**config.mk**
```make
export PLATFORM = sky130hd
export DESIGN_NAME = button_conditioner
export DESIGN_NICKNAME = d
export VERILOG_FILES = /design/src/rtl/button_conditioner_pkg.sv /design/src/rtl/button_conditioner_debouncer.sv /design/src/rtl/button_conditioner.sv
export SDC_FILE = /design/constraint.sdc
export NUM_CORES = 1
export LEC_CHECK = 0
export CORE_UTILIZATION = 30
export CTS_CLUSTER_SIZE = 8
export DETAILED_ROUTE_END_ITERATION = 6
export GPL_ROUTABILITY_DRIVEN = 1
export REMOVE_ABC_BUFFERS = 1
export SYNTH_ARGS = -nofsm -noshare
export SYNTH_HDL_FRONTEND = slang
export SYNTH_SLANG_ARGS = --single-unit
```
**constraint.sdc**
```tcl
create_clock -name clk -period 2.1 [get_ports clk]
set_input_delay 0.63 -clock clk [delete_from_list [all_inputs] [get_ports clk]]
set_output_delay 0.63 -clock clk [all_outputs]
set_load 0.01 [all_outputs]
```
**src/rtl/button_conditioner_pkg.sv**
```systemverilog
// sudoku_input_defs
//   Definitions shared by the sudoku button front end.
//   - Button index constants. These fix the bit order of the press/held
//     vectors: [6:0] = {b, a, start, right, left, down, up}.
//   - The per-button polarity mask. A 1 marks a button whose raw pin is
//     active-low (idle high).
//   - Default timing constants for a 50 MHz system clock.
//   - Small helpers that size the counters.
package sudoku_input_defs;

  localparam int NUM_BUTTONS = 7;

  localparam int BTN_UP    = 0;
  localparam int BTN_DOWN  = 1;
  localparam int BTN_LEFT  = 2;
  localparam int BTN_RIGHT = 3;
  localparam int BTN_START = 4;
  localparam int BTN_A     = 5;
  localparam int BTN_B     = 6;

  // The d-pad pins idle high. start/a/b idle low.
  localparam logic [NUM_BUTTONS-1:0] ACTIVE_LOW_MASK = 7'b0001111;

  // 10 ms debounce, 0.5 s until the first repeat, then one repeat every 0.1 s.
  localparam int DEFAULT_DEBOUNCE_CYCLES = 500000;
  localparam int DEFAULT_REPEAT_DELAY    = 25000000;
  localparam int DEFAULT_REPEAT_PERIOD   = 5000000;

  function automatic int max2(input int a, input int b);
    return (a > b) ? a : b;
  endfunction

  // Counter width for a terminal count of v. It is never narrower than 1 bit.
  function automatic int cnt_width(input int v);
    return $clog2(max2(v, 2));
  endfunction

endpackage

```
**src/rtl/button_conditioner_debouncer.sv**
```systemverilog
// button_debouncer
//   Conditions one raw button. The path is:
//   2-FF synchronizer -> debouncer -> registered press pulse, plus an
//   optional auto-repeat.
//   Ports:
//     clk    in   system clock
//     reset  in   asynchronous reset, active low
//     raw    in   raw pin level. Its polarity is set by ACTIVE_LOW.
//     press  out  one-cycle pulse on a debounced press and on each repeat
//     held   out  debounced pressed level (1 = pressed)
module button_debouncer
  import sudoku_input_defs::*;
#(
  parameter bit ACTIVE_LOW      = 1'b0,
  parameter bit REPEAT_EN       = 1'b0,
  parameter int DEBOUNCE_CYCLES = DEFAULT_DEBOUNCE_CYCLES,
  parameter int REPEAT_DELAY    = DEFAULT_REPEAT_DELAY,
  parameter int REPEAT_PERIOD   = DEFAULT_REPEAT_PERIOD
) (
  input  logic clk,
  input  logic reset,
  input  logic raw,
  output logic press,
  output logic held
);

  localparam int DW = cnt_width(DEBOUNCE_CYCLES);
  localparam int RW = cnt_width(max2(REPEAT_DELAY, REPEAT_PERIOD));

  localparam logic [DW-1:0] DB_LAST     = DW'(DEBOUNCE_CYCLES - 1);
  localparam logic [RW-1:0] DELAY_LAST  = RW'(REPEAT_DELAY - 1);
  localparam logic [RW-1:0] PERIOD_LAST = RW'(REPEAT_PERIOD - 1);

  // Setting REPEAT_DELAY to 0 turns auto-repeat off even on a d-pad button.
  localparam bit REP_ON = REPEAT_EN && (REPEAT_DELAY != 0);

  logic          sync1;
  logic          sync2;
  logic          stable;
  logic [DW-1:0] db_cnt;
  logic [RW-1:0] rep_cnt;
  logic          rep_first;

  logic          sample;
  logic          differ;
  logic          commit;
  logic          rise;
  logic          fall;
  logic          rep_hit;

  // The synchronizer resets to the idle pin level. Releasing reset therefore
  // never looks like a press.
  always_ff @(posedge clk or negedge reset) begin
    if (!reset) begin
      sync1 <= ACTIVE_LOW;
      sync2 <= ACTIVE_LOW;
    end else begin
      sync1 <= raw;
      sync2 <= sync1;
    end
  end

  // Everything after the synchronizer works in the "pressed = 1" domain.
  // The terminal compare fires on the last cycle of a run of differing
  // samples, so the counter tops out at DEBOUNCE_CYCLES-1 and never wraps.
  always_comb begin
    sample  = sync2 ^ ACTIVE_LOW;
    differ  = (sample != stable);
    commit  = differ && (db_cnt == DB_LAST);
    rise    = commit && sample;
    fall    = commit && !sample;
    rep_hit = REP_ON && stable && !fall &&
              (rep_cnt == (rep_first ? DELAY_LAST : PERIOD_LAST));
  end

  // Debouncer. Every sample that matches the accepted level restarts the
  // count, so each bounce begins a new qualification window.
  always_ff @(posedge clk or negedge reset) begin
    if (!reset) begin
      stable <= 1'b0;
      db_cnt <= '0;
    end else if (!differ) begin
      db_cnt <= '0;
    end else if (commit) begin
      stable <= sample;
      db_cnt <= '0;
    end else begin
      db_cnt <= db_cnt + 1'b1;
    end
  end

  // Press and repeat pulses. The repeat counter is zeroed on the press edge
  // and counts only while the button is held. When it reaches the current
  // target it reloads to 0 and switches to the shorter period. A release
  // commit on the same edge as a repeat hit suppresses that pulse.
  always_ff @(posedge clk or negedge reset) begin
    if (!reset) begin
      press     <= 1'b0;
      rep_cnt   <= '0;
      rep_first <= 1'b1;
    end else begin
      press <= rise || rep_hit;
      if (!REP_ON || rise || fall || !stable) begin
        rep_cnt   <= '0;
        rep_first <= 1'b1;
      end else if (rep_hit) begin
        rep_cnt   <= '0;
        rep_first <= 1'b0;
      end else begin
        rep_cnt <= rep_cnt + 1'b1;
      end
    end
  end

  assign held = stable;

endmodule

```
**src/rtl/button_conditioner.sv**
```systemverilog
// button_conditioner
//   Front end for the seven sudoku board buttons. Each button is synchronized
//   and debounced on its own path. The block then emits one-cycle press
//   pulses. The four direction buttons also auto-repeat while they are held.
//   Ports:
//     clk                    in   system clock
//     reset                  in   asynchronous reset, active low
//     original_up_button     in   raw, active low
//     original_down_button   in   raw, active low
//     original_left_button   in   raw, active low
//     original_right_button  in   raw, active low
//     original_start_button  in   raw, active high
//     original_a_button      in   raw, active high
//     original_b_button      in   raw, active high
//     press[6:0]             out  press/repeat pulses, bit order {b,a,start,right,left,down,up}
//     held[6:0]              out  debounced pressed levels, same bit order
module button_conditioner
  import sudoku_input_defs::*;
#(
  parameter int DEBOUNCE_CYCLES = DEFAULT_DEBOUNCE_CYCLES,
  parameter int REPEAT_DELAY    = DEFAULT_REPEAT_DELAY,
  parameter int REPEAT_PERIOD   = DEFAULT_REPEAT_PERIOD
) (
  input  logic       clk,
  input  logic       reset,
  input  logic       original_up_button,
  input  logic       original_down_button,
  input  logic       original_left_button,
  input  logic       original_right_button,
  input  logic       original_start_button,
  input  logic       original_a_button,
  input  logic       original_b_button,
  output logic [6:0] press,
  output logic [6:0] held
);

  logic [NUM_BUTTONS-1:0] raw;

  assign raw[BTN_UP]    = original_up_button;
  assign raw[BTN_DOWN]  = original_down_button;
  assign raw[BTN_LEFT]  = original_left_button;
  assign raw[BTN_RIGHT] = original_right_button;
  assign raw[BTN_START] = original_start_button;
  assign raw[BTN_A]     = original_a_button;
  assign raw[BTN_B]     = original_b_button;

  // The buttons are fully independent, so simultaneous presses give
  // simultaneous pulses with no priority between them. Only the d-pad
  // indices (up to BTN_RIGHT) get auto-repeat.
  for (genvar i = 0; i < NUM_BUTTONS; i++) begin : g_btn
    button_debouncer #(
      .ACTIVE_LOW      (ACTIVE_LOW_MASK[i]),
      .REPEAT_EN       (i <= BTN_RIGHT),
      .DEBOUNCE_CYCLES (DEBOUNCE_CYCLES),
      .REPEAT_DELAY    (REPEAT_DELAY),
      .REPEAT_PERIOD   (REPEAT_PERIOD)
    ) u_btn (
      .clk   (clk),
      .reset (reset),
      .raw   (raw[i]),
      .press (press[i]),
      .held  (held[i])
    );
  end

endmodule
```
==> results of run 1 <==
-- cell usage in the layout (no fill, tap or decap), drive strengths merged, types with 5 or more instances in the layout --
cell type and count:
clkbuf 68, and3 33, xnor2 82, nor3 27
dfstp 12, ha 11, nor4b 5, or4b 5
nand2 98, nand4b 5, dlygate4sd2 6, clkdlybuf4s50 14
or4 6, inv 22, nand3 97, nor4 25
nand4 64, xor2 135, nor2 278, and2 6
dfrtp 253, and4 19, buf 86, nand2b 10
-- metal layers --
metal  vias up  part of all wire  global-route usage
li1       4593                 -                   -
met1      4511              0.49               0.162
met2       102              0.45               0.191
met3        43             0.036              0.0254
met4         0             0.023              0.0398
met5         -                 0                   0
-- kinds of logic after synthesis --
group,share of synthesized area
flops,0.523
simple gates,0.273
mux,0.00354
compound gates,0.0145
buf+inv,0.0259
xor+xnor,0.149
fa+ha+maj,0.0108
-- registers in the layout (all words and copies together), names as in the netlist --
register               count
g_btn.u_btn.rep_first      4
g_btn.u_btn.sample         3
g_btn.u_btn.press          7
g_btn.u_btn.sync1          7
g_btn.u_btn.db_cnt       133
g_btn.u_btn.held           7
g_btn.u_btn.rep_cnt      100
g_btn.u_btn.sync2          4
-- metrics by stage --
stage	instance area (um2)	instances	setup slack, ns
floorplan	12500	1243	-0.115
global placement	14100	1884	-0.0652
detailed placement	14100	1884	-0.134
CTS	15400	1961	-0.122
global route	15500	1963	-0.207
finish	15500	1963	-0.138
-- area by class of cell --
class                           instances  area, um2  share of cell area
Multi-Input combinational cell        960       5880               0.380
Inverter                               21       78.8             0.00510
Sequential cell                       265       6650               0.430
Clock buffer                           68       1130              0.0728
Clock inverter                          3       30.0             0.00194
Tap cell                              539        674              0.0436
Timing Repair Buffer                  107       1020              0.0660
-- timing repair --
| action | in CTS | in global routing |
|---|---|---|
| endpoints found under the setup margin | 34 | 88 |
| buffers inserted | 4 | 1 |
| resized for setup | 12 | 22 |
| gates cloned | 2 | 1 |
| pin swaps | 9 | 9 |
| hold buffers | 0 | 0 |
-- worst min-delay path by stage --
stage,start,endpoint
3_5_place_dp,g_btn[5].u_btn.sync1,g_btn[5].u_btn.sample
6_report,reset,g_btn[6].u_btn.db_cnt[1]
4_1_cts,reset,g_btn[6].u_btn.db_cnt[5]
5_1_grt,reset,g_btn[6].u_btn.db_cnt[5]
3_3_place_gp,g_btn[5].u_btn.sync1,g_btn[5].u_btn.sample
2_1_floorplan,reset,g_btn[0].u_btn.db_cnt[0]
-- power by group --
| part | internal [W] | total (W) | leakage [nW] | switching [W] |
|---|---|---|---|---|
| combinational | 0.000101 | 0.000279 | 2.20 | 0.000178 |
| clock | 0.00361 | 0.00584 | 0.553 | 0.00223 |
| sequential | 0.00517 | 0.00521 | 3.63 | 0.0000437 |
==> flow_summary_export.csv, run 1 <==
group,metric,value,unit
layout,fin_util,0.369,
logic_synthesis,yosysWarnings,0,
power_and_ir_drop,p_leak,6.38,nW
logic_synthesis,synthFlopType,"dfrtp_1",
die,num_rows,75,
global_routing,grt-ovfl-total,0,
die,fp.dieW,208,um
logic_synthesis,synthesis.area,12700,um2
route,avgRoutedWirePerCell,12.6,um
global_routing,antenna_found_initial,0,
placed_design,globalplace.congestion,0.801,
job,cap_violations,0,
critical_path,worstSetupPathDepth,6,
critical_path,max_stage_delay,0.54,ns
logic_synthesis,synth_seq_area_share,0.523,
critical_path,path_class,"register to register",
run_status,violations,"negative setup slack",
logic_synthesis,syn_avg_cell_area,9.91,um2
route,ant_nets,0,
route,vias,9249,
power_and_ir_drop,finalPower,0.0113,W
clocking,clk_path_buf_depth,3,
layout,nets,1414,
clocking,clock_latency,0.53,ns
route,first_pass_iters,4,
route,via_per_inst,4.71,
timing,hold_slack,0.0394,ns
logic_synthesis,synth_common_cells,"278 x nor2_1, 253 x dfrtp_1, 135 x xor2_1, 98 x nand2_1, 97 x nand3_1",
critical_path,cpLargestDelayFamily,"simple AND/OR/NAND/NOR gates",
logic_synthesis,synthDistinctLibCells,51,
critical_path,reg2reg_to,"g_btn[2].u_btn.rep_cnt[7]",
critical_path,timing.rr.start,"g_btn[2].u_btn.rep_cnt[7]",
timing,slew_headroom,0.657,
die,dieArea,43200,um2
global_routing,grt_pass1_wl,44.4,mm
power_and_ir_drop,irDropWorstVdd,0.507,mV
logic_synthesis,synth-async-reset-ratio,1.00,
clocking,cts_root_buf,"clkbuf_16",
timing,tightestPinTransition,0.515,ns
critical_path,cp_num_buf_inv,1,
critical_path,r2r_slack,-0.14,ns
logic_synthesis,synth_area_leaders,"dfrtp_1 50%, xor2_1 9.3%, nor2_1 8.2%",
global_routing,grt_usage,0.120,
timing,finalSetupTns,-3.04,ns
timing,finalHoldViolations,0,
clocking,cts.sinks,265,
critical_path,cp.required,2.51,ns
layout,num_antenna_cells,0,
clocking,cts_htree_levels,2,
die,start_util,0.304,
hold_path,min_path_type,"primary input to asynchronous set/reset pin",
logic_synthesis,synth-edff-count,0,
critical_path,critPathCapture,"g_btn[2].u_btn.rep_cnt[7]",
die,die_h,208,um
route,wl,24.8,mm
logic_synthesis,synthCells,1283,
clocking,cts_inserted_buffers,39,
global_routing,grt_pass1_vias,9435,
timing,finalSetupViolations,27,
critical_path,cp_cell_sequence,"or4b_4, or4_4, a2111oi_4, buf_4, a211o_2, nor2_1",
layout,syn_to_final_growth,21.6,%
logic_synthesis,synth_top_area_share,0.498,
timing,min_period_over_period,1.07,
critical_path,slowest_stage,"or4b_4",
route,drc,0,
die,coreArea,41900,um2
timing,fin_ws,-0.138,ns
timing,skew,0.0174,ns
critical_path,cp.arrival,2.65,ns
global_routing,grt_start_max_net_pins,56,
logic_synthesis,yosys.cell_count.top_type,"nor2_1",
timing,rsz0062_at_grt,"yes",
logic_synthesis,synth-seq-cells,265,
timing,min_period,2.24,ns
critical_path,startpoint,"g_btn[2].u_btn.rep_cnt[7]",
critical_path,ff2ff_path_depth,6,
timing,clock.fmax,447,MHz
layout,fillers,4146,
critical_path,critPathMaxFanout,6,
placed_design,hpwl,16.0,mm
clocking,clk_pin_slew,0.05,ns
die,io_pins,23,
timing,slew_violations,0,
route,first_iter_violations,411,
power_and_ir_drop,pwr_density_cell,733,nW/um2
critical_path,critical_path.endpoint_type,"register",
critical_path,crit_path_start_kind,"register",
logic_synthesis,synth_top_area_cell,"dfrtp_1",
clocking,cts_tree,"yes",
layout,layout-drive-gt1-share,0.129,
run_status,status,"finished, violations left",
placed_design,io_buffers,22,
No activity file was read; power rests on OpenSTA's default activity.
==> inputs of run 2 (changes only) <==
--- a/config.mk
+++ b/config.mk
@@ -6,9 +6,10 @@
 export NUM_CORES = 1
 export LEC_CHECK = 0
 export CORE_UTILIZATION = 30
-export CTS_CLUSTER_SIZE = 8
+export CTS_CLUSTER_SIZE = 28
 export DETAILED_ROUTE_END_ITERATION = 6
 export GPL_ROUTABILITY_DRIVEN = 1
+export RECOVER_POWER = 50
 export REMOVE_ABC_BUFFERS = 1
 export SYNTH_ARGS = -nofsm -noshare
 export SYNTH_HDL_FRONTEND = slang
==> flow_summary_export.csv, run 2 (synthesis results as in run 1) <==
group,metric,value,unit
clocking,cts_inserted_buffers,30,
run_status,status,"finished, violations left",
layout,syn_to_final_growth,20.5,%
layout,num_antenna_cells,0,
route,ant_nets,0,
global_routing,grt_start_max_net_pins,56,
clocking,cts_htree_levels,1,
route,highest_layer,"met4",
route,vias,9250,
global_routing,antenna_found_initial,0,
power_and_ir_drop,p_sw_frac,0.209,
route,first_pass_iters,5,
timing,skew,0.0289,ns
route,wl_met1,11.8,mm
power_and_ir_drop,power_switching,0.00238,W
die,coreArea,41900,um2
critical_path,slowest_stage,"or4b_1",
layout,final-seq-area,6650,um2
clocking,clk_path_buf_depth,3,
power_and_ir_drop,irDropWorstVdd,0.577,mV
critical_path,critical_path.endpoint_type,"register",
timing,finalSetupViolations,26,
route,avgRoutedWirePerCell,12.5,um
die,start_util,0.304,
critical_path,max_stage_delay,0.53,ns
layout,reg_top3,"g_btn.u_btn.db_cnt (133), g_btn.u_btn.rep_cnt (100)",
timing,slew_violations,0,
power_and_ir_drop,p_leak,6.35,nW
critical_path,crit_path_start_kind,"register",
die,dieArea,43200,um2
clocking,hold_buffers,0,
power_and_ir_drop,pwr-share-seq,0.458,
critical_path,cp_cell_sequence,"or4b_1, or4_4, a2111oi_4, buf_4, buf_6, a211o_4, nor2_1",
die,io_pins,23,
clocking,clock_latency,0.58,ns
critical_path,path_class,"register to register",
power_and_ir_drop,pwr_density_cell,742,nW/um2
clocking,cts_tree,"yes",
timing,min_period_over_period,1.03,
route,first_iter_violations,429,
route,wl_met2,11.1,mm
timing,slew_headroom,0.00826,
placed_design,globalplace.congestion,0.801,
placed_design,io_buffers,22,
timing,tightestPinTransition,1.49,ns
run_status,violations,"negative setup slack",
route,wl,24.4,mm
clocking,cts.sinks,265,
layout,largest-register,"g_btn.u_btn.db_cnt",
critical_path,cp.arrival,2.63,ns
timing,fin_ws,-0.0677,ns
power_and_ir_drop,combPwrFrac,0.022,
clocking,clk_pin_slew,0.06,ns
global_routing,grt_pass1_vias,9279,
layout,layout_common_cells,"269 x nor2_1, 251 x dfrtp_1, 135 x xor2_1, 98 x nand2_1, 96 x nand3_1",
layout,largest_reg_flops,133,
route,met3_length,910,um
route,via_per_inst,4.74,
job,cap_violations,0,
timing,finalHoldViolations,0,
critical_path,cp.required,2.56,ns
hold_path,min_path_type,"register to register",
timing,rsz0062_at_grt,"yes",
placed_design,place_ws,-0.134,ns
power_and_ir_drop,p_clk_frac,0.520,
critical_path,cpLargestDelayFamily,"simple AND/OR/NAND/NOR gates",
placed_design,hpwl,16.0,mm
critical_path,cp_num_buf_inv,2,
power_and_ir_drop,p_int,0.00899,W
timing,min_period,2.17,ns
global_routing,grt_usage,0.117,
layout,nets,1407,
route,drc,0,
global_routing,grt_pass1_wl,43.9,mm
layout,fin_util,0.366,
die,fp.dieW,208,um
critical_path,critPathMaxFanout,7,
layout,multi_input_area,5860,um2
timing,clock.fmax,461,MHz
die,die_h,208,um
layout,layout_commonest_cell,"nor2_1",
layout,fillers,4161,
die,num_rows,75,
layout,layout-drive-gt1-share,0.130,
global_routing,grt-ovfl-total,0,
clocking,cts_root_buf,"clkbuf_16",
run 2: repair_timing:
item,4_1_cts,5_1_grt
setup endpoints to repair,37,93
setup buffers,6,1
gates cloned,3,0
gates resized for setup,15,18
pin swaps,10,7
run 2: final cells by class:
class	count	share of cell area
clock inverter	23	0.0235
timing repair buffer	109	0.0606
sequential	265	0.434
multi-input combinational	960	0.382
clock buffer	33	0.0504
inverter	21	0.00515
tap	539	0.0440
run 2: worst paths after layout:
| check | start | endpoint | slack, ns | cells after the start |
|---|---|---|---|---|
| min in group asynchronous | reset | g_btn[6].u_btn.db_cnt[0] | 0.42 | 1 |
| setup reg to reg | g_btn[2].u_btn.rep_cnt[23] | g_btn[2].u_btn.rep_cnt[15] | -0.07 | 7 |
| hold / removal | g_btn[5].u_btn.sync1 | g_btn[5].u_btn.sample | 0.35 | 0 |
| setup / recovery | g_btn[2].u_btn.rep_cnt[23] | g_btn[2].u_btn.rep_cnt[15] | -0.07 | 7 |
| max in group asynchronous | reset | g_btn[3].u_btn.held | 0.34 | 2 |
| hold reg to reg | g_btn[5].u_btn.sync1 | g_btn[5].u_btn.sample | 0.35 | 0 |
run 2: power by group through the flow:
stage               combinational (W)  clock, W  sequential (W)
floorplan                   0.0000867         0         0.00528
global placement             0.000287         0         0.00529
detailed placement           0.000291         0         0.00529
CTS                          0.000293   0.00612         0.00520
global route                 0.000301   0.00629         0.00521
finish                       0.000251   0.00592         0.00520
run 2: stage by stage:
stage                     instance area, um2  power (W)  setup TNS (ns)  std cells  hold slack, ns
after floorplan                        12500    0.00537           -4.48       1243           0.331
after global placement                 14100    0.00558           -1.48       1884           0.333
after detailed placement               14100    0.00558           -3.01       1884           0.337
after CTS                              15300     0.0116           -1.83       1949         0.00856
after global routing                   15300     0.0118           -3.42       1950           0.357
final                                  15300     0.0114           -1.09       1950           0.348
run 2: metal layers:
layer / vias to the layer above / global-route usage
met5: - / 0
met4: 0 / 0.0330
met3: 39 / 0.0238
met2: 115 / 0.188
met1: 4529 / 0.160
li1: 4567 / -
==> inputs of run 3 (changes only) <==
--- a/config.mk
+++ b/config.mk
@@ -11,6 +11,7 @@
 export GPL_ROUTABILITY_DRIVEN = 1
 export RECOVER_POWER = 50
 export REMOVE_ABC_BUFFERS = 1
+export SETUP_SLACK_MARGIN = 0.1
 export SYNTH_ARGS = -nofsm -noshare
 export SYNTH_HDL_FRONTEND = slang
 export SYNTH_SLANG_ARGS = --single-unit
==> flow_summary_export.csv, run 3 (synthesis results as in run 1) <==
group,metric,value,unit
layout,layout_commonest_cell,"dfrtp_1",
layout,multi_input_area,6140,um2
die,start_util,0.304,
clocking,cts_htree_levels,1,
route,first_iter_violations,377,
critical_path,startpoint,"g_btn[2].u_btn.rep_cnt[7]",
hold_path,hold_path.startpoint,"g_btn[5].u_btn.sync1",
hold_path,min_path_type,"register to register",
timing,clock.fmax,451,MHz
timing,finalSetupViolations,27,
clocking,hold_buffers,0,
clocking,cts_root_buf,"clkbuf_16",
critical_path,cpLargestDelayFamily,"simple AND/OR/NAND/NOR gates",
critical_path,path_class,"register to register",
die,die_h,208,um
critical_path,slowest_stage,"or4b_1",
clocking,cts_tree,"yes",
layout,largest_reg_flops,133,
layout,syn_to_final_growth,23.8,%
timing,slew_violations,0,
critical_path,cp_num_buf_inv,2,
critical_path,critPathMaxFanout,5,
layout,reg_top3,"g_btn.u_btn.db_cnt (133), g_btn.u_btn.rep_cnt (100)",
timing,min_period,2.22,ns
layout,layout_common_cells,"251 x dfrtp_1, 237 x nor2_1, 135 x xor2_1, 96 x nand2_1, 95 x nand3_1",
die,io_pins,23,
timing,skew,0.0272,ns
run_status,violations,"negative setup slack",
global_routing,grt_pass1_wl,44.0,mm
layout,fin_util,0.376,
die,dieArea,43200,um2
power_and_ir_drop,pwr_density_cell,723,nW/um2
power_and_ir_drop,finalPower,0.0114,W
placed_design,hpwl,16.0,mm
critical_path,critical_path.endpoint_type,"register",
route,vias,9295,
timing,slew_headroom,0.0165,
route,avgRoutedWirePerCell,12.8,um
global_routing,grt-ovfl-total,0,
layout,num_antenna_cells,0,
route,wl,25.0,mm
critical_path,max_stage_delay,0.53,ns
layout,fillers,4126,
route,via_per_inst,4.74,
critical_path,cp_cell_sequence,"or4b_1, or4_4, a2111oi_4, buf_6, buf_6, o41ai_2, a21oi_1",
critical_path,cp.required,2.60,ns
critical_path,timing.rr.start,"g_btn[2].u_btn.rep_cnt[7]",
critical_path,cp.arrival,2.72,ns
placed_design,place_ws,-0.134,ns
clocking,clk_path_buf_depth,3,
critical_path,crit_path_start_kind,"register",
clocking,clk_pin_slew,0.06,ns
layout,largest-register,"g_btn.u_btn.db_cnt",
route,first_pass_iters,5,
die,fp.dieW,208,um
die,coreArea,41900,um2
placed_design,globalplace.congestion,0.801,
timing,tightestPinTransition,1.48,ns
layout,final-seq-area,6650,um2
timing,finalHoldViolations,0,
global_routing,grt_usage,0.117,
global_routing,grt_start_max_net_pins,56,
timing,fin_ws,-0.119,ns
job,cap_violations,0,
layout,layout-drive-gt1-share,0.170,
clocking,cts.sinks,265,
run_status,status,"finished, violations left",
clocking,cts_inserted_buffers,30,
global_routing,antenna_found_initial,0,
critical_path,cp_common_cell,"buf_6",
timing,min_period_over_period,1.06,
route,ant_nets,0,
layout,nets,1416,
timing,rsz0062_at_grt,"yes",
die,num_rows,75,
global_routing,grt_pass1_vias,9290,
placed_design,io_buffers,22,
route,drc,0,
clocking,clock_latency,0.57,ns
power_and_ir_drop,p_leak,6.47,nW
power_and_ir_drop,irDropWorstVdd,0.578,mV
==> run 3: path summary, 6_finish.rpt <==
check / slack, ns / cells after the start / end
worst max-delay path: -0.12 / 7 / g_btn[2].u_btn.press
worst min-delay path: 0.35 / 0 / g_btn[5].u_btn.sample
worst max register to register: -0.12 / 7 / g_btn[2].u_btn.press
worst min register to register: 0.35 / 0 / g_btn[5].u_btn.sample
max in group asynchronous: 0.36 / 2 / g_btn[3].u_btn.rep_first
min in group asynchronous: 0.41 / 1 / g_btn[6].u_btn.db_cnt[1]
==> run 3: timing repair <==
item,CTS,global route
gates cloned,3,5
pin swaps,23,41
gates resized for setup,37,84
buffers inserted,4,7
endpoints found under the setup margin,97,200
==> run 3: cell type report <==
cell class	count	share of cell area
tap	539	0.0428
multi-input combinational	960	0.390
inverter	21	0.00501
clock buffer	33	0.0490
timing repair buffer	118	0.0678
sequential	265	0.422
clock inverter	23	0.0229
==> run 3: routing by layer <==
layer | GRT usage | part of all wire | up-vias
met1 | 0.160 | 0.48 | 4557
met3 | 0.0233 | 0.038 | 36
li1 | - | - | 4594
met5 | 0 | 0 | -
met4 | 0.0322 | 0.021 | 0
met2 | 0.189 | 0.46 | 108
==> run 3: power by group <==
part / switching (W) / internal, W
sequential: 0.0000436 / 0.00516
clock: 0.00217 / 0.00376
combinational: 0.000177 / 0.0000783
total: 0.00239 / 0.00900
==> run 3: worst reg2reg max path, delay by kind of cell, from the launching register on <==
kind | cells | cell delay, ns
AND/OR/NAND/NOR | 2 | 1.04
AO/OA/AOI/OAI | 3 | 0.44
flip-flops | 1 | 0.37
buffers and inverters | 2 | 0.29
==> run 3: metrics by stage <==
| stage | setup TNS [ns] | hold WS, ns | std cells | area, um2 |
|---|---|---|---|---|
| 5_1_grt | -3.88 | 0.357 | 1959 | 15700 |
| 3_5_place_dp | -3.01 | 0.337 | 1884 | 14100 |
| 2_1_floorplan | -4.48 | 0.331 | 1243 | 12500 |
| 4_1_cts | -1.02 | 0.00856 | 1947 | 15400 |
| 3_3_place_gp | -1.48 | 0.333 | 1884 | 14100 |
| 6_report | -1.46 | 0.348 | 1959 | 15700 |
